## src/rtl/altair_pkg.sv

```systemverilog
// Shared types and widths for the program loader and its byte FIFO.
package altair_pkg;

    localparam int unsigned MEM_ADDR_W = 16;
    localparam int unsigned DATA_W     = 8;

    typedef enum logic [1:0] {
        IDLE,
        LOAD,
        DRAIN,
        DONE
    } loader_state_t;

    typedef struct packed {
        logic [MEM_ADDR_W-1:0] addr;
        logic [DATA_W-1:0]     data;
    } fifo_entry_t;

endpackage

```

## src/rtl/byte_fifo.sv

```systemverilog
// Small synchronous FIFO holding pending {addr, data} memory writes.
module byte_fifo #(
    parameter int unsigned DEPTH = 4,
    parameter int unsigned WIDTH = 24
) (
    input  logic                     clk,
    input  logic                     reset,
    input  logic                     push,
    input  logic [WIDTH-1:0]         din,
    input  logic                     pop,
    output logic [WIDTH-1:0]         dout,
    output logic                     full,
    output logic                     empty,
    output logic [$clog2(DEPTH):0]   count
);

    localparam int unsigned AW = $clog2(DEPTH);
    localparam int unsigned CW = AW + 1;

    logic [WIDTH-1:0] mem [DEPTH];
    logic [AW-1:0]    wr_ptr;
    logic [AW-1:0]    rd_ptr;
    logic             do_push;
    logic             do_pop;

    // Status flags, guarded push/pop and head-of-queue read
    always_comb begin
        full    = (count == CW'(DEPTH));
        empty   = (count == '0);
        do_push = push & ~full;
        do_pop  = pop & ~empty;
        dout    = mem[rd_ptr];
    end

    // Storage array; contents are don't-care until written
    always_ff @(posedge clk) begin
        if (do_push) begin
            mem[wr_ptr] <= din;
        end
    end

    // Pointers and occupancy; simultaneous push and pop leave count unchanged
    always_ff @(posedge clk) begin
        if (reset) begin
            wr_ptr <= '0;
            rd_ptr <= '0;
            count  <= '0;
        end else begin
            if (do_push) begin
                wr_ptr <= wr_ptr + 1'b1;
            end
            if (do_pop) begin
                rd_ptr <= rd_ptr + 1'b1;
            end
            count <= count + CW'(do_push) - CW'(do_pop);
        end
    end

endmodule

```

## src/rtl/prg_loader.sv

```systemverilog
// Bridges the hps_io ioctl download stream to the main memory write port
// and pulses prg_load once a complete image has been written.
module prg_loader
    import altair_pkg::*;
#(
    parameter int unsigned           FIFO_DEPTH = 4,
    parameter int unsigned           MEM_SIZE   = 65536,
    parameter logic [MEM_ADDR_W-1:0] BASE_ADDR  = 16'h0000
) (
    input  logic                  clk,
    input  logic                  reset,
    input  logic                  ioctl_download,
    input  logic                  ioctl_wr,
    input  logic [24:0]           ioctl_addr,
    input  logic [DATA_W-1:0]     ioctl_dout,
    output logic                  ioctl_wait,
    output logic                  mem_req,
    input  logic                  mem_gnt,
    output logic [MEM_ADDR_W-1:0] mem_addr,
    output logic [DATA_W-1:0]     mem_data,
    output logic                  prg_load,
    output logic                  load_active,
    output logic [16:0]           byte_count,
    output logic                  truncated,
    output logic                  overrun
);

    localparam int unsigned CW        = $clog2(FIFO_DEPTH) + 1;
    localparam logic [24:0] MEM_LIMIT = 25'(MEM_SIZE);
    localparam logic [16:0] COUNT_MAX = '1;

    loader_state_t state;
    logic          dl_q;
    logic          dl_pend;
    logic          dl_rise;
    logic          in_range;
    logic          wr_load;
    logic          push;
    logic          pop;
    logic          fifo_full;
    logic          fifo_empty;
    logic [CW-1:0] fifo_count;
    logic [CW-1:0] cnt_next;
    logic          wait_next;
    fifo_entry_t   push_entry;
    fifo_entry_t   head;

    // Accept/range decode, FIFO handshakes and next-cycle occupancy for ioctl_wait
    always_comb begin
        dl_rise         = ioctl_download & ~dl_q;
        in_range        = (ioctl_addr < MEM_LIMIT);
        wr_load         = (state == LOAD) & ioctl_wr;
        push            = wr_load & in_range & ~fifo_full;
        pop             = ~fifo_empty & mem_gnt;
        push_entry.addr = BASE_ADDR + ioctl_addr[MEM_ADDR_W-1:0];
        push_entry.data = ioctl_dout;
        cnt_next        = fifo_count + CW'(push) - CW'(pop);
        wait_next       = (cnt_next >= CW'(FIFO_DEPTH - 1));
    end

    // Memory port shows the FIFO head while it holds data, zero otherwise
    always_comb begin
        mem_req  = ~fifo_empty;
        mem_addr = fifo_empty ? '0 : head.addr;
        mem_data = fifo_empty ? '0 : head.data;
    end

    byte_fifo #(
        .DEPTH (FIFO_DEPTH),
        .WIDTH ($bits(fifo_entry_t))
    ) u_fifo (
        .clk   (clk),
        .reset (reset),
        .push  (push),
        .din   (push_entry),
        .pop   (pop),
        .dout  (head),
        .full  (fifo_full),
        .empty (fifo_empty),
        .count (fifo_count)
    );

    // Load sequencing FSM with registered status outputs and sticky flags
    always_ff @(posedge clk) begin
        if (reset) begin
            state       <= IDLE;
            dl_q        <= 1'b0;
            dl_pend     <= 1'b0;
            ioctl_wait  <= 1'b0;
            prg_load    <= 1'b0;
            load_active <= 1'b0;
            byte_count  <= '0;
            truncated   <= 1'b0;
            overrun     <= 1'b0;
        end else begin
            dl_q     <= ioctl_download;
            prg_load <= 1'b0;
            if (pop && byte_count != COUNT_MAX) begin
                byte_count <= byte_count + 1'b1;
            end
            case (state)
                IDLE: begin
                    ioctl_wait <= 1'b0;
                    if (dl_rise || dl_pend) begin
                        state       <= LOAD;
                        dl_pend     <= 1'b0;
                        load_active <= 1'b1;
                        byte_count  <= '0;
                        truncated   <= 1'b0;
                        overrun     <= 1'b0;
                    end
                end
                LOAD: begin
                    ioctl_wait <= wait_next;
                    if (wr_load && !in_range) begin
                        truncated <= 1'b1;
                    end
                    if (wr_load && in_range && fifo_full) begin
                        overrun <= 1'b1;
                    end
                    // Level test: same as the falling edge in normal flow, and also
                    // exits when a latched restart finds download already low.
                    if (!ioctl_download) begin
                        state <= DRAIN;
                    end
                end
                DRAIN: begin
                    if (dl_rise) begin
                        dl_pend <= 1'b1;
                    end
                    if (fifo_empty) begin
                        state       <= DONE;
                        prg_load    <= 1'b1;
                        load_active <= 1'b0;
                        ioctl_wait  <= 1'b0;
                    end else begin
                        ioctl_wait <= wait_next;
                    end
                end
                DONE: begin
                    if (dl_rise) begin
                        dl_pend <= 1'b1;
                    end
                    ioctl_wait <= 1'b0;
                    state      <= IDLE;
                end
                default: begin
                    state <= IDLE;
                end
            endcase
        end
    end

endmodule

```

## config.mk

```make
export PLATFORM = sky130hd
export DESIGN_NAME = prg_loader
export DESIGN_NICKNAME = d
export VERILOG_FILES = /design/src/rtl/altair_pkg.sv /design/src/rtl/byte_fifo.sv /design/src/rtl/prg_loader.sv
export SDC_FILE = /design/constraint.sdc
export NUM_CORES = 1
export LEC_CHECK = 0
export CAP_MARGIN = 20
export CORE_ASPECT_RATIO = 0.9
export CORE_MARGIN = 5
export CORE_UTILIZATION = 25
export CTS_CLUSTER_SIZE = 24
export DETAILED_ROUTE_END_ITERATION = 6
export GPL_TIMING_DRIVEN = 0
export PLACE_DENSITY = 0.5
export REMOVE_ABC_BUFFERS = 1
export SYNTH_ARGS = -nofsm -noshare
export SYNTH_HDL_FRONTEND = slang
export SYNTH_SLANG_ARGS = --single-unit
```

## constraint.sdc

```tcl
create_clock -name clk -period 8.8 [get_ports clk]
set_clock_uncertainty 0.2 [all_clocks]
set_input_delay 1.76 -clock clk [delete_from_list [all_inputs] [get_ports clk]]
set_output_delay 1.76 -clock clk [all_outputs]
set_load 0.01 [all_outputs]
```

==> results of run 1 <==
-- registers in the layout, indices dropped and copies added (netlist names), named ones only --
| signal | flops |
|---|---|
| u_fifo.mem | 96 |
| dl_pend | 1 |
| u_fifo.rd_ptr | 2 |
| prg_load | 1 |
| state | 2 |
| load_active | 1 |
| u_fifo.wr_ptr | 2 |
| ioctl_wait | 1 |
| dl_q | 1 |
| byte_count | 17 |
| u_fifo.count | 3 |
| overrun | 1 |
| truncated | 1 |
-- placed cells by master, fill, tap and decap left out, drive strengths merged, types with 3 or more instances in the layout --
cell type / n
nor3: 4
nor2b: 4
nor2: 21
nor4: 4
xnor2: 8
o21ai: 10
or3: 8
edfxtp: 96
clkdlybuf4s50: 84
nand2: 12
a21oi: 13
ha: 16
clkinvlp: 4
nand3: 8
nand4: 6
clkbuf: 17
inv: 21
xor2: 6
dfxtp: 35
and2: 31
mux4: 24
and4: 3
and3: 3
-- how the worst max path moves through the flow --
stage                               start                           to  slack [ps]
2_1_floorplan              ioctl_addr[24]   u_fifo.mem[0][0]$_DFFE_PP_        4650
3_3_place_gp               ioctl_addr[24]  u_fifo.mem[1][13]$_DFFE_PP_        3510
3_5_place_dp               ioctl_addr[24]   u_fifo.mem[2][5]$_DFFE_PP_        4010
4_1_cts        u_fifo.count[1]$_SDFF_PP0_                  mem_data[4]        3920
5_1_grt        u_fifo.count[1]$_SDFF_PP0_                  mem_data[4]        3790
6_report       u_fifo.count[1]$_SDFF_PP0_                  mem_data[4]        4060
-- where the power goes --
part           total [mW]  leakage [nW]  internal (mW)  switching [mW]
Sequential          0.738          1.15          0.690          0.0479
Combinational       0.650         0.937          0.356           0.294
Clock               0.712         0.279          0.424           0.288
Total                2.10          2.36           1.47           0.630
-- cells by family after synthesis --
kind of cell | Yosys count
DFF | 131
AOI/OAI and AO/OA | 31
and+or+nand+nor | 110
muxes | 27
xor gates and xnor gates | 14
buffers and inverters | 27
adders and majority gates | 18
-- routing by layer --
| layer | vias up | GRT usage, % |
|---|---|---|
| met1 | 1604 | 12.9 |
| met4 | 0 | 3.30 |
| met5 | - | 0 |
| met3 | 13 | 3.80 |
| li1 | 1538 | - |
| met2 | 74 | 17.0 |
-- through the flow --
stage,utilization (%),power (mW)
4_1_cts,33.6,2.15
3_5_place_dp,30.8,1.42
2_1_floorplan,-,1.08
6_report,33.6,2.10
5_1_grt,33.6,2.23
3_3_place_gp,30.6,1.39
-- layout make-up --
type / instances / area share, %
Sequential cell: 131 / 49.6
Clock buffer: 17 / 5.89
Clock inverter: 15 / 2.34
Timing Repair Buffer: 86 / 12.3
Tap cell: 291 / 5.04
Multi-Input combinational cell: 200 / 24.1
Inverter: 14 / 0.727
-- worst max-delay path, delay by kind of cell (launching register included) --
kind | cells | cell delay, ps
buf+inv | 3 | 1280
simple gates | 2 | 690
flops | 1 | 380
==> summary.md, run 1 <==
| Metric | Value |
|---|---|
| Post-synth top area share | `53.1%` |
| Hold_buf cts | `0` |
| TritonCTS buffer count | `17` |
| Layout Nets | `about 510` |
| CP max stage delay | `540 ps` |
| Worst-Margin Slew | `811 ps` |
| DR DRC count | `0` |
| Max IR drop VDD | `0.101 mV` |
| Slew headroom | `between 40% and 50%` |
| Port bufs | `84` |
| Diodes inserted | `0` |
| Placed instance area | `6630 sq um` |
| Grt ovf | `0` |
| Fin Hold WS | `265 ps` |
| Min-Delay Path Depth | `1` |
| Skew-Pair Late Insertion Delay | `410 ps` |
| Crit path DAT | `between 2000 and 3000 ps` |
| Post-synthesis adder-cell area fraction | `4.42%` |
| Setup WS post-layout | `4060 ps` |
| CTS clock-pin slew for the worst setup and hold paths | `60 ps` |
| Number of H-tree levels | `4` |
| Setup crit start kind | `flop` |
| Final Setup Violations | `0` |
| First-pass detailed-route iteration total | `6` |
| Syn Inst Count | `358` |
| Post-synth EDFFs | `96` |
| Die ar. | `24,800 sq um` |
| Crit-path cells | `nor3_2, inv_1, buf_16, and2_1, clkdlybuf4s50_1` |
| Worst Hold Class | `flop to flop` |
| Post-synth top cells | `edfxtp_1 (96), dfxtp_1 (35), and2_1 (31)` |
| DP HPWL | `7.63 mm` |
| Post-synth cell types | `41` |
| Synth Area per Inst | `15.2 sq um` |
| Reg2reg end | `ioctl_wait$_SDFF_PP0_` |
| # rows | `51` |
| FF-to-FF Start | `u_fifo.count[1]$_SDFF_PP0_` |
| End point of the worst hold path | `truncated$_SDFFE_PP0P_` |
| Register area | `3590 sq um` |
| Worst EP required | `roughly 6800 ps` |
| #FFs+latches synth | `131` |
| Most used DFF post-synth | `edfxtp_1` |
| Fin. Hold Viols | `0` |
| Asr flop ratio synth | `0%` |
| Sequential share of the synthesized area | `66.0%` |
| RSZ-0062 raised after global routing | `false` |
| Post-synthesis simple-gate area fraction | `11.4%` |
| Initial antenna violation count | `0` |
| Area of the multi-input gates | `1740 sq um` |
| Largest family of logic cells by synthesized area | `simple AND/OR/NAND/NOR gates` |
| Fraction of layout cells with a size suffix above 1 | `14.3%` |
| Top cells by area, synth | `edfxtp_1 (53%), dfxtp_1 (13%), mux4_2 (10%)` |
| Placer Congestion | `between 0.7 and 0.8` |
| Reg2Reg Depth | `11` |
| Post-synthesis mux area share | `10.6%` |
| Routed wl met3 | `approximately 650 microns` |
| Area grow syn2layout | `33.1%` |
| Final antenna-violating net count | `0` |
| # clock sinks | `between 100 and 150` |
| Ys Warns | `0` |
| Vias | `approximately 3,200` |
| Largest net degree at the start of global routing | `25` |
| CP endpoint kind | `primary output` |
| Starting Density | `25.3%` |
| Design area | `slightly above 7000 sq um` |
| First-pass GRT wire length | `19.3 mm` |
| Finished Layout Cells | `754` |
| CTS Root Cell | `clkbuf_16` |
| Worst reg-to-reg setup slack | `between 5000 and 6000 ps` |
| First-iteration detailed-routing DRC count | `140` |
| Top Layer Used | `met4` |
| Max-cap violations | `0` |
| M1 wire length | `5.49 mm` |
| Met2 wire len | `around 5.9 mm` |
| Slew Limit Fails | `0` |
| CORE AREA | `21,500 sq um` |
| Vias per inst | `4.28` |
| Post-place setup slack | `4010 ps` |
| Final setup TNS | `0 ps` |
| CTS tree | `done` |
| Top-Level Pins | `85` |
| Xor/xnor share of the synthesized area | `2.26%` |
| Fmax | `211 MHz` |
| Crit share post-route | `around 54%` |
| Dpl cells | `722` |
| Critical path class | `flop to primary output` |
| Slowest cell on the critical path | `nor3_2` |
| Most numerous cell in the Yosys netlist | `edfxtp_1` |
| Status | `finished, final reports clean` |
| Combined area of all synthesized cells | `5430 sq um` |
| Hold_sp | `truncated$_SDFFE_PP0P_` |
| Synth Area in Compound Gates | `3.32%` |
| GRT Total Usage | `10.4%` |
| Total wire length | `~12 mm` |
| # fillers | `2,102` |
| Post-synth top area cell | `edfxtp_1` |
| Vias in the first global route | `around 3,500` |
| Wirelength per Cell | `16.1 microns` |
| Post-CTS setup buffer count | `0` |
| Leakage | `between 2 and 2.5 nW` |
| Resized cells post-CTS | `0` |
| Worst-path maximum fanout | `23` |
| Bufs on Longest Clock Path | `2` |
| Crit path time final | `between 4000 and 5000 ps` |
| Die Height | `roughly 150 microns` |
| Die Wd | `165 microns` |
| Pwr per Cell Area | `291 nW/um^2` |
Note: power is estimated with default switching activity, not from simulation.
==> run 2, diff against run 1 <==
PLACE_DENSITY = 0.52   (was 0.5)
clock period = 4.3 ns   (was 8.8 ns; I/O delays follow)
==> run 2 against run 1 <==
Against the previous run:
- wire length down 3.2%
- design area is 0.21% lower
- via count is 0.19% lower
- first-iteration DRC count is 39% lower
- critical path type unchanged
- highest routed layer unchanged
==> summary.md, run 2 (synthesized netlist as in run 1, its figures left out) <==
| Metric | Value |
|---|---|
| Skew-Pair Late Insertion Delay | `a little over 400 ps` |
| Final Setup Violations | `0` |
| Most flop-heavy register | `u_fifo.mem` |
| P_sw | `1.20 mW` |
| First-iteration detailed-routing DRC count | `86` |
| DR DRC count | `0` |
| Max IR drop VDD | `around 0.31 mV` |
| Die ar. | `24,800 sq um` |
| Die Wd | `165 microns` |
| Commonest non-fill, non-tap cells in the layout | `edfxtp_1 (96), clkdlybuf4s50_1 (84), dfxtp_1 (34)` |
| Slowest cell on the critical path | `nor3_2` |
| Post-CTS setup buffer count | `0` |
| Finished Layout Cells | `about 760` |
| Worst-Margin Slew | `733 ps` |
| Critical path class | `flop to primary output` |
| Total power | `slightly above 4 mW` |
| First-pass detailed-route iteration total | `4` |
| Top-Level Pins | `85` |
| Placer Congestion | `0.715` |
| Pwr per Cell Area | `between 500 and 600 nW/um^2` |
| RSZ-0062 raised after global routing | `false` |
| Area of the multi-input gates | `1740 sq um` |
| Crit-path cells | `nor3_2, inv_1, buf_16, and2_1, clkdlybuf4s50_1` |
| Int Pwr | `2.93 mW` |
| Setup crit start kind | `flop` |
| Leakage | `roughly 2.4 nW` |
| # clock sinks | `~130` |
| Net Sw Frac | `29.0%` |
| # rows | `51` |
| Wirelength per Cell | `15.6 microns` |
| Fmax | `about 260 MHz` |
| Bufs on Longest Clock Path | `2` |
| CP endpoint kind | `primary output` |
| Number of H-tree levels | `4` |
| CORE AREA | `21,500 sq um` |
| Largest register FFs | `96` |
| Dpl cells | `724` |
| Status | `finished, final reports clean` |
| Slew headroom | `50.5%` |
| Comb pwr share | `between 30% and 40%` |
| DP HPWL | `roughly 7.8 mm` |
| Top Registers | `u_fifo.mem: 96 flops, byte_count: 17 flops, u_fifo.count: 3 flops` |
| Port bufs | `84` |
| Fin Hold WS | `286 ps` |
| Worst path buffer plus inverter count | `3` |
| Clock power share | `31.1%` |
| Vias in the first global route | `3,406` |
| Sequential Power Share | `36.6%` |
| Commonest non-fill, non-tap cell in the layout | `edfxtp_1` |
| Crit share post-route | `87.8%` |
| Vias | `3,223` |
| Diodes inserted | `0` |
| Largest net degree at the start of global routing | `25` |
| CP delay by family, top | `buffers and inverters` |
| Starting Density | `25.3%` |
| Area grow syn2layout | `32.8%` |
| # fillers | `around 2,100` |
| Grt ovf | `0` |
| Fraction of layout cells with a size suffix above 1 | `roughly an eighth` |
| CTS Root Cell | `clkbuf_16` |
| Crit path time final | `3770 ps` |
| Hold_buf cts | `0` |
| Final antenna-violating net count | `0` |
| Worst-path maximum fanout | `19` |
| Layout Nets | `508` |
| CTS clock-pin slew for the worst setup and hold paths | `60 ps` |
| CP max stage delay | `500 ps` |
| Register area | `3580 sq um` |
| Worst Hold Class | `flop to flop` |
| CTS tree | `done` |
| Crit path DAT | `2710 ps` |
| Total wire length | `about 12 mm` |
| Worst EP required | `3240 ps` |
| Resized cells post-CTS | `0` |
| Die Height | `150 microns` |
| Fin. Hold Viols | `0` |
| Slew Limit Fails | `0` |
| Vias per inst | `approximately 4.3` |
| TritonCTS buffer count | `17` |
| First-pass GRT wire length | `18.4 mm` |
| GRT Total Usage | `9.99%` |
| Max-cap violations | `0` |
| Initial antenna violation count | `0` |
[run 2: cell count changes in the layout (fill, tap and decap cells not counted), moves of 2 or more]
cell      previous run  this run
clkinv_2             0         5
inv_6                5         0
clkbuf_1             0         3
inv_8                2         0
buf_16               1         3
[run 2: cell type report]
class	instances	share of cell area [%]
clock buffer	20	6.05
clock inverter	11	1.25
inverter	14	0.729
multi-input combinational	200	24.1
sequential	131	49.7
tap	291	5.05
timing repair buffer	88	13.1
[run 2: final timing paths]
path	startpoint	to	slack [ps]	depth (start not counted)
worst max-delay path	u_fifo.count[1]$_SDFF_PP0_	mem_addr[0]	530	5
worst min-delay path	dl_pend$_SDFFE_PP0P_	dl_pend$_SDFFE_PP0P_	290	2
worst max register to register	state[1]$_SDFFE_PP0P_	u_fifo.mem[3][1]$_DFFE_PP_	900	7
worst min register to register	dl_pend$_SDFFE_PP0P_	dl_pend$_SDFFE_PP0P_	290	2
[run 2: routing by layer]
layer / GRT usage (%) / wire length (microns) / vias up
li1: - / - / 1539
met1: 11.9 / 5090 / 1603
met2: 16.2 / 5790 / 66
met3: 3.50 / 692 / 15
met4: 4.62 / 190 / 0
met5: 0 / 0 / -
[run 2: power groups by stage]
stage          Combinational (mW)  Clock, mW  Sequential (mW)
2_1_floorplan               0.672          0             1.55
3_3_place_gp                 1.23          0             1.59
3_5_place_dp                 1.36          0             1.55
4_1_cts                      1.38       1.33             1.52
5_1_grt                      1.47       1.39             1.53
6_report                     1.33       1.28             1.51
[run 2: worst register-to-register path: cells and delay by family (launching register included)]
kind	cells	cell delay (ps)
AND/OR/NAND/NOR	4	1900
flip-flops	1	360
buffers and inverters	2	380
adder cells (fa/ha/maj)	1	260
[run 2: stage by stage]
step | setup WS, ps | setup TNS, ps | instance area (sq um) | utilization (%)
after CTS | 415 | 0 | 7210 | 33.5
after floorplan | 1050 | 0 | 5370 | -
final | 526 | 0 | 7210 | 33.5
after global routing | 203 | 0 | 7210 | 33.5
after global placement | -70.7 | -5920 | 6580 | 30.6
after detailed placement | 250 | 0 | 6690 | 31.1
==> run 3, diff against run 2 <==
CELL_PAD_IN_SITES_DETAIL_PLACEMENT = 1   (was unset)
CELL_PAD_IN_SITES_GLOBAL_PLACEMENT = 1   (was unset)
PLACE_DENSITY = 0.59   (was 0.52)
==> run 3 against run 2 <==
Against the previous run:
- count of clock-buffer cells in the layout fell by 2
- power increased by 7.6%
- global-route usage increased by 0.66 points
- sequential cell count unchanged
- register-to-register slack got worse by 110 ps
- non-clock buffer count grew 3
- fmax decreased by 0.50%
- hold slack got worse by 18 ps
- design area up 2.2%
- highest routed layer unchanged
- die area is the same
==> summary.md, run 3 (synthesized netlist as in run 1, its figures left out) <==
| Metric | Value |
|---|---|
| Resized cells post-CTS | `0` |
| TritonCTS buffer count | `17` |
| Final antenna-violating net count | `0` |
| DP HPWL | `a little under 9 mm` |
| P_sw | `1.30 mW` |
| Max-cap violations | `0` |
| Port bufs | `84` |
| Vias in the first global route | `approximately 3,600` |
| Leakage | `2.43 nW` |
| # clock sinks | `131` |
| Post-CTS setup buffer count | `0` |
| Final setup TNS | `0 ps` |
| CTS tree | `done` |
| Diodes inserted | `0` |
| Crit path time final | `3790 ps` |
| Initial antenna violation count | `0` |
| Hold_buf cts | `0` |
| Slew headroom | `42.1%` |
| # rows | `51` |
| Most flop-heavy register | `u_fifo.mem` |
| Vias per inst | `between 4 and 5` |
| CP endpoint kind | `primary output` |
| CORE AREA | `21,500 sq um` |
| Pwr per Cell Area | `603 nW/um^2` |
| First-iteration detailed-routing DRC count | `141` |
| Fmax | `264 MHz` |
| Final Setup Violations | `0` |
| Die Height | `150 microns` |
| Clock power share | `35.8%` |
| Setup WS post-layout | `507 ps` |
| Die ar. | `24,800 sq um` |
| Grt ovf | `0` |
| Fraction of layout cells with a size suffix above 1 | `approximately 14%` |
| Crit share post-route | `88.2%` |
| Largest register FFs | `96` |
| Top-Level Pins | `85` |
| Worst-Margin Slew | `about 860 ps` |
| Commonest non-fill, non-tap cell in the layout | `edfxtp_1` |
| Register area | `3580 sq um` |
| First-pass detailed-route iteration total | `4` |
| Fin Hold WS | `between 200 and 300 ps` |
| Commonest non-fill, non-tap cells in the layout | `edfxtp_1 (96), clkdlybuf4s50_1 (84), dfxtp_1 (34)` |
| Slew Limit Fails | `0` |
| Bufs on Longest Clock Path | `2` |
| Skew-Pair Late Insertion Delay | `410 ps` |
| GRT Total Usage | `10.6%` |
| Area grow syn2layout | `35.7%` |
| Fin. Hold Viols | `0` |
| Net Sw Frac | `29.4%` |
| Placer Congestion | `0.698` |
| DR DRC count | `0` |
| Layout Nets | `511` |
| Area of the multi-input gates | `1740 sq um` |
| Wirelength per Cell | `16.8 microns` |
| # fillers | `2,259` |
| First-pass GRT wire length | `around 20 mm` |
| Post-place setup slack | `191 ps` |
| Setup crit start kind | `flop` |
| Total wire length | `~13 mm` |
| Worst Hold Class | `flop to flop` |
| Status | `finished, final reports clean` |
| Placed instance area | `6730 sq um` |
| Int Pwr | `3.14 mW` |
| Vias | `3,298` |
| RSZ-0062 raised after global routing | `false` |
| CTS Root Cell | `clkbuf_16` |
| Worst reg-to-reg setup slack | `790 ps` |
| Max IR drop VDD | `0.228 mV` |
| Comb pwr share | `30.7%` |
| Sequential Power Share | `33.5%` |
| CTS clock-pin slew for the worst setup and hold paths | `70 ps` |
| Critical path class | `flop to primary output` |
| Largest net degree at the start of global routing | `28` |
| Design area | `7370 sq um` |
| Number of H-tree levels | `4` |
| Crit path DAT | `approximately 2700 ps` |
| Die Wd | `165 microns` |
| Top Registers | `u_fifo.mem: 96 flops, byte_count: 17 flops, u_fifo.count: 3 flops` |
| Worst-path maximum fanout | `27` |
| Starting Density | `25.3%` |
| Final core utilization | `34.3%` |
| Worst EP required | `around 3200 ps` |
==> run 3: cell types whose count changed in the layout (fill, tap and decap cells not counted) <==
cell        before  now
and2_2           3    0
inv_8            0    3
buf_8            0    3
inv_6            0    5
clkinv_1         1    0
clkinv_2         5    0
clkinvlp_4       3    2
bufinv_16        1    4
and2_1          28   31
clkbuf_1         3    1
clkinv_4         1    0
==> run 3: per-stage QoR <==
step | total power, mW | cells
floorplan | 2.22 | 345
global route | 4.68 | 759
CTS | 4.53 | 759
global placement | 2.82 | 720
detailed placement | 2.92 | 727
finish | 4.44 | 759
==> run 3: power groups by stage <==
stage	Combinational (mW)	Sequential [mW]	Clock (mW)
2_1_floorplan	0.672	1.55	0
5_1_grt	1.50	1.50	1.68
4_1_cts	1.41	1.49	1.63
3_5_place_dp	1.40	1.52	0
6_report	1.36	1.49	1.59
3_3_place_gp	1.24	1.59	0
==> run 3: critical path: stages, from the launching register on <==
cell and delay (ps):
dfxtp_1 380, nor3_2 590, inv_1 390, buf_16 270, and2_1 180, clkdlybuf4s50_1 480
==> run 3: final timing paths <==
kind,start,endpoint,cells past startpoint
max,u_fifo.count[1]$_SDFF_PP0_,mem_addr[12],5
min,truncated$_SDFFE_PP0P_,truncated$_SDFFE_PP0P_,1
max reg2reg,state[1]$_SDFFE_PP0P_,u_fifo.mem[3][22]$_DFFE_PP_,7
min reg2reg,truncated$_SDFFE_PP0P_,truncated$_SDFFE_PP0P_,1
==> run 3: routing by layer <==
layer,routed length (microns),GRT usage (%)
met1,5520,12.7
met2,6300,17.7
met3,729,3.50
met4,195,4.33
met5,0,0
==> run 3: area by class of cell <==
type	count	area share (%)
clock buffers	18	5.82
clock inverters	14	2.89
inverters	14	0.713
multi-input cells	200	23.6
flip-flops and latches	131	48.7
well taps	291	4.94
repair buffers	91	13.4
